--- src/rtl/freq_gen_pkg.sv ---
// freq_gen shared types and helpers.
// State encoding, default counter width, phase-length clamp.
package freq_gen_pkg;

  localparam int CNT_W_DEF = 16;

  typedef enum logic [1:0] {
    IDLE = 2'd0,
    HIGH = 2'd1,
    LOW  = 2'd2,
    DONE = 2'd3
  } state_t;

  function automatic logic [31:0] clamp1(
    input logic [31:0] x
  );
    return (x == 32'd0) ? 32'd1 : x;
  endfunction

endpackage

--- src/rtl/freq_gen_phase_timer.sv ---
// Loadable down-counter timing one fout phase.
// expire is high in the last cycle of the loaded phase length.
module freq_gen_phase_timer #(
  parameter int CNT_W = 16
) (
  input  logic             clk,
  input  logic             async_rst,
  input  logic             load,
  input  logic [CNT_W-1:0] load_val,
  input  logic             enable,
  output logic             expire
);

  logic [CNT_W-1:0] cnt;

  always_ff @(posedge clk or posedge async_rst) begin
    if (async_rst) begin
      cnt <= '0;
    end else if (load) begin
      cnt <= load_val - CNT_W'(1);
    end else if (enable && cnt != '0) begin
      cnt <= cnt - CNT_W'(1);
    end
  end

  assign expire = enable && (cnt == '0);

endmodule

--- src/rtl/freq_gen.sv ---
// Programmable square-wave / burst generator.
// Drives the edge counter fin path; all outputs registered.
module freq_gen
  import freq_gen_pkg::*;
#(
  parameter int CNT_W = CNT_W_DEF
) (
  input  logic             clk,
  input  logic             async_rst,
  input  logic             cfg_valid,
  output logic             cfg_ready,
  input  logic [CNT_W-1:0] cfg_high,
  input  logic [CNT_W-1:0] cfg_low,
  input  logic [CNT_W-1:0] cfg_burst,
  input  logic             start,
  input  logic             stop,
  output logic             fout,
  output logic             busy,
  output logic             done,
  output logic [CNT_W-1:0] pulse_cnt
);

  state_t           state_q;
  state_t           state_d;
  logic [CNT_W-1:0] high_r;
  logic [CNT_W-1:0] low_r;
  logic [CNT_W-1:0] burst_r;
  logic             stop_pend;
  logic             pend_d;
  logic [CNT_W-1:0] cnt_d;
  logic             cfg_fire;
  logic [CNT_W-1:0] high_c;
  logic [CNT_W-1:0] low_c;
  logic [CNT_W-1:0] high_eff;
  logic             tmr_load;
  logic [CNT_W-1:0] tmr_val;
  logic             tmr_en;
  logic             tmr_exp;

  assign cfg_fire = cfg_valid & cfg_ready;
  assign high_c   = CNT_W'(clamp1(32'(cfg_high)));
  assign low_c    = CNT_W'(clamp1(32'(cfg_low)));
  // A config taken with start must time this run's first pulse.
  assign high_eff = cfg_fire ? high_c : high_r;
  assign tmr_en   = (state_q == HIGH) || (state_q == LOW);

  freq_gen_phase_timer #(
    .CNT_W(CNT_W)
  ) u_timer (
    .clk      (clk),
    .async_rst(async_rst),
    .load     (tmr_load),
    .load_val (tmr_val),
    .enable   (tmr_en),
    .expire   (tmr_exp)
  );

  always_comb begin
    state_d  = state_q;
    pend_d   = stop_pend;
    cnt_d    = pulse_cnt;
    tmr_load = 1'b0;
    tmr_val  = high_r;
    unique case (state_q)
      IDLE, DONE: begin
        if (start) begin
          state_d  = HIGH;
          tmr_load = 1'b1;
          tmr_val  = high_eff;
          cnt_d    = CNT_W'(1);
          pend_d   = 1'b0;
        end
      end
      HIGH: begin
        if (stop) pend_d = 1'b1;
        if (tmr_exp) begin
          state_d  = LOW;
          tmr_load = 1'b1;
          tmr_val  = low_r;
        end
      end
      LOW: begin
        if (stop) pend_d = 1'b1;
        if (tmr_exp) begin
          if (pend_d) begin
            state_d = IDLE;
            pend_d  = 1'b0;
          end else if (burst_r != '0 &&
                       pulse_cnt == burst_r) begin
            state_d = DONE;
          end else begin
            state_d  = HIGH;
            tmr_load = 1'b1;
            tmr_val  = high_r;
            cnt_d    = pulse_cnt + CNT_W'(1);
          end
        end
      end
      default: state_d = IDLE;
    endcase
  end

  always_ff @(posedge clk or posedge async_rst) begin
    if (async_rst) begin
      state_q   <= IDLE;
      stop_pend <= 1'b0;
      pulse_cnt <= '0;
      fout      <= 1'b0;
      busy      <= 1'b0;
      done      <= 1'b0;
      cfg_ready <= 1'b1;
    end else begin
      state_q   <= state_d;
      stop_pend <= pend_d;
      pulse_cnt <= cnt_d;
      fout      <= (state_d == HIGH);
      busy      <= (state_d == HIGH) ||
                   (state_d == LOW);
      done      <= (state_d == DONE);
      cfg_ready <= (state_d == IDLE) ||
                   (state_d == DONE);
    end
  end

  always_ff @(posedge clk or posedge async_rst) begin
    if (async_rst) begin
      high_r  <= CNT_W'(1);
      low_r   <= CNT_W'(1);
      burst_r <= '0;
    end else if (cfg_fire) begin
      high_r  <= high_c;
      low_r   <= low_c;
      burst_r <= cfg_burst;
    end
  end

endmodule
--- config.mk ---
export PLATFORM = sky130hd
export DESIGN_NAME = freq_gen
export DESIGN_NICKNAME = d
export VERILOG_FILES = /design/src/rtl/freq_gen_pkg.sv /design/src/rtl/freq_gen_phase_timer.sv /design/src/rtl/freq_gen.sv
export SDC_FILE = /design/constraint.sdc
export NUM_CORES = 1
export LEC_CHECK = 0
export CORE_UTILIZATION = 40
export CTS_CLUSTER_DIAMETER = 120
export DETAILED_ROUTE_END_ITERATION = 6
export PLACE_DENSITY_LB_ADDON = 0.12
export SKIP_CTS_REPAIR_TIMING = 1
export SYNTH_ARGS = -nofsm -noshare
export SYNTH_HDL_FRONTEND = slang
export SYNTH_SLANG_ARGS = --single-unit
export TNS_END_PERCENT = 100
--- constraint.sdc ---
create_clock -name clk -period 6.9 [get_ports clk]
set_input_delay 0.69 -clock clk [delete_from_list [all_inputs] [get_ports clk]]
set_output_delay 0.69 -clock clk [all_outputs]
set_load 0.02 [all_outputs]
==> results.toml <==
[status]
status = "finished, final reports clean"

[synthesis]
synthSimpleGateAreaFrac_pct = 19.81
synthXorXnorAreaFrac_pct = 5.400
yosysWarnings = 0
synthMuxAreaShare_pct = 11.71
avgSynthCellArea_um2 = 10.12
synth-edff-count = 0
postSynthCellCount = 545
synth_cell_types = 85
yosys.area_share.adder_pct = 1.361
syn-cell-area_um2 = 5514
synthArstFlopShare_pct = 100.0
synth-compound-area-share_pct = 18.74
ys_seq_area_share_pct = 39.55
synth-main-ff-cell = "dfrtp_1"
synth_top_family_by_area = "simple AND/OR/NAND/NOR gates"
synth_nets = 604
ys_ff_latch = 87

[cells_and_area]
antenna_cells = 0
area_growth_syn_to_layout_pct = 20.49
utilization_pct = 49.78
design_area_um2 = 6644
fillers = 1253
final_nets = 670
drive_gt1_share_pct = 19.81

[cts]
cts_num_sinks = 87
clk_latency_ns = 0.35
cts_buffers = 9
cts_tree = "yes"
root_buffer = "clkbuf_16"
path_clk_slew_ns = 0.07
htree_levels = 3
cts.path.max_buffers = 2

[grt]
grt_pass1_wl_um = 23900
antenna_found_initial = 0
track_usage_pct = 21.77
grt_pass1_vias = 4467
grt_max_degree = 57
gr-total-overflow = 0

[power]
p_per_area_nw_per_um2 = 155.7
leakage_nw = 2.778
finalPower_w = 0.001034
irDropWorstVdd_uv = 136.1

[floorplanning]
die_h_um = 119.4
start_util_pct = 41.31
die_w_um = 119.4
core_area_um2 = 13350
dieArea_um2 = 14260
io_pins = 73
fp-row-count = 42

[critical_path]
cp.arrival_ns = 4.48
crit_fanout = 36
critPathLaunchType = "flop"
critical_path_class = "reg2reg"
end_kind = "flop"
rr_startpoint = "state_q[0]"
worst_ep_required_time_ns = 7.13
crit_start = "state_q[0]"

[sta]
fin_crit_ns = 4.254
fmax_ghz = 0.2351
hold_viol_final = 0
tns_ns = 0
max-slew-margin-rel_pct = 33.76
slew_violations = 0
setup_viol = 0
tightest_slew_ns = 0.9811
fin_worst_skew_ns = 0.007810
fin_hold_ws_ns = 0.5177
min_period_over_period_pct = 61.65
rsz0062_at_grt = "no"

[routing]
dr.first_iter.drc_count = 243
avgRoutedWirePerCell_um = 18.35
vias = 4516
firstDrtPassIters = 4
route.detailed.drc = 0
vias_per_cell = 5.702
wirelength_um = 14530
antenna_left = 0

[min_path]
min_from = "stop_pend"
hold_path.class = "reg2reg"

[placement]
dpl_cell_area_um2 = 6361
gp_congestion = 0.8607
hpwlAfterDp_um = 10760
port_buffers = 72

[flow_run]
drv_cap = 0
## worst max-delay path, cell delays in order, from the launching register on
cell	delay (ns)
dfrtp_1	0.40
inv_1	0.06
ha_1	0.28
buf_4	0.25
nor3_2	0.30
and3_4	0.37
nand4_4	0.15
a21oi_2	0.49
nor2_1	0.39
o31ai_1	0.33
ha_1	0.28
nand3_2	0.20
nor4b_4	0.30
o2111a_1	0.25
nor3_2	0.05
## power breakdown
group | internal, W | total [W] | switching [W]
combinational | 0.0000283 | 0.0000503 | 0.0000219
clock | 0.000257 | 0.000474 | 0.000217
sequential | 0.000510 | 0.000510 | 0.0000000000000000000166
## cell type report
type,instances,area [um2],share of cell area [%]
inverter,11,42.54,0.6403
tap,176,220.2,3.314
multi-input combinational,423,3144,47.33
clock inverter,5,40.04,0.6026
clock buffer,11,242.7,3.653
timing repair buffer,79,773.2,11.64
sequential,87,2181,32.82
## layout by cell type, fill, tap and decap left out, types with 7 or more instances in the layout
cell	instances
a211oi_1	7
a21oi_1	17
a31oi_1	12
buf_4	7
clkbuf_16	9
clkdlybuf4s50_1	72
dfrtp_1	84
inv_1	9
mux2_2	46
mux2i_1	9
nand2_1	54
nand3_1	17
nand4_1	7
nor2_1	41
nor2b_1	7
nor3_1	11
nor4_1	14
o21ai_0	26
xnor2_1	15
xor2_1	19
## kinds of logic (layout without fill, tap and decap cells)
| kind of cell | after synthesis | in the layout |
|---|---|---|
| AO/OA/AOI/OAI | 130 | 130 |
| XOR/XNOR | 34 | 34 |
| adder cells (fa/ha/maj) | 6 | 6 |
| buffers and inverters | 35 | 106 |
| flip-flops | 87 | 87 |
| multiplexers | 58 | 58 |
| AND/OR/NAND/NOR | 195 | 195 |
## worst paths after layout
path	endpoint	slack, ns	cells after the start
setup / recovery	u_timer.cnt[10]	2.65	14
hold / removal	stop_pend	0.52	1
setup reg to reg	u_timer.cnt[10]	2.65	14
hold reg to reg	stop_pend	0.52	1
max in group asynchronous	u_timer.cnt[5]	5.06	3
min in group asynchronous	burst_r[3]	0.69	2
## synthesized netlist by cell type (all sizes together) (2+ instances only)
cell type,instances,area (um2)
and3b,2,17.52
xnor2,15,131.4
a311oi,3,43.80
or2,3,18.77
a21o,3,37.54
o21ai,32,160.2
nor2,44,177.7
nand2,57,226.5
o31ai,5,52.55
or3,4,25.02
and3,8,60.06
a22oi,5,56.30
nor2b,7,43.79
a21oi,19,110.1
dfrtp,84,2102
and2,2,15.01
o2bb2ai,3,26.28
o22a,3,26.28
a21boi,3,33.78
a21bo,2,20.02
buf,17,121.4
nor4,16,121.4
nand3,21,132.6
o32ai,2,17.52
nand2b,2,12.51
o211ai,4,30.03
mux2,49,555.5
o22ai,2,12.51
a31oi,13,96.34
mux2i,9,90.09
ha,6,75.07
o2111a,3,33.78
inv,10,37.54
clkbuf,7,26.28
a221oi,8,82.58
a211oi,8,65.06
nor3,18,137.6
dfstp,3,78.83
nand4,8,65.06
xor2,19,166.4
a221o,3,31.28
## layer usage
layer | wire length [um] | track usage [%] | vias up
met5 | 0 | 0 | -
li1 | - | - | 2155
met2 | 6471 | 32.70 | 95
met1 | 7200 | 31.06 | 2247
met4 | 265 | 7.500 | 0
met3 | 594 | 4.358 | 19
## registers in the layout, indices dropped and copies added, names as in the netlist, 2 cells and up
signal / count
burst_r: 16
high_r: 16
low_r: 16
u_timer.cnt: 16
pulse_cnt: 16
state_q: 2
## through the flow
stage	setup slack (ns)	cells
after global routing	2.344	792
after floorplan	3.314	545
after detailed placement	2.697	776
after CTS	2.669	792
final	2.646	792
after global placement	2.884	776
Power figures use the tool's default switching activity.
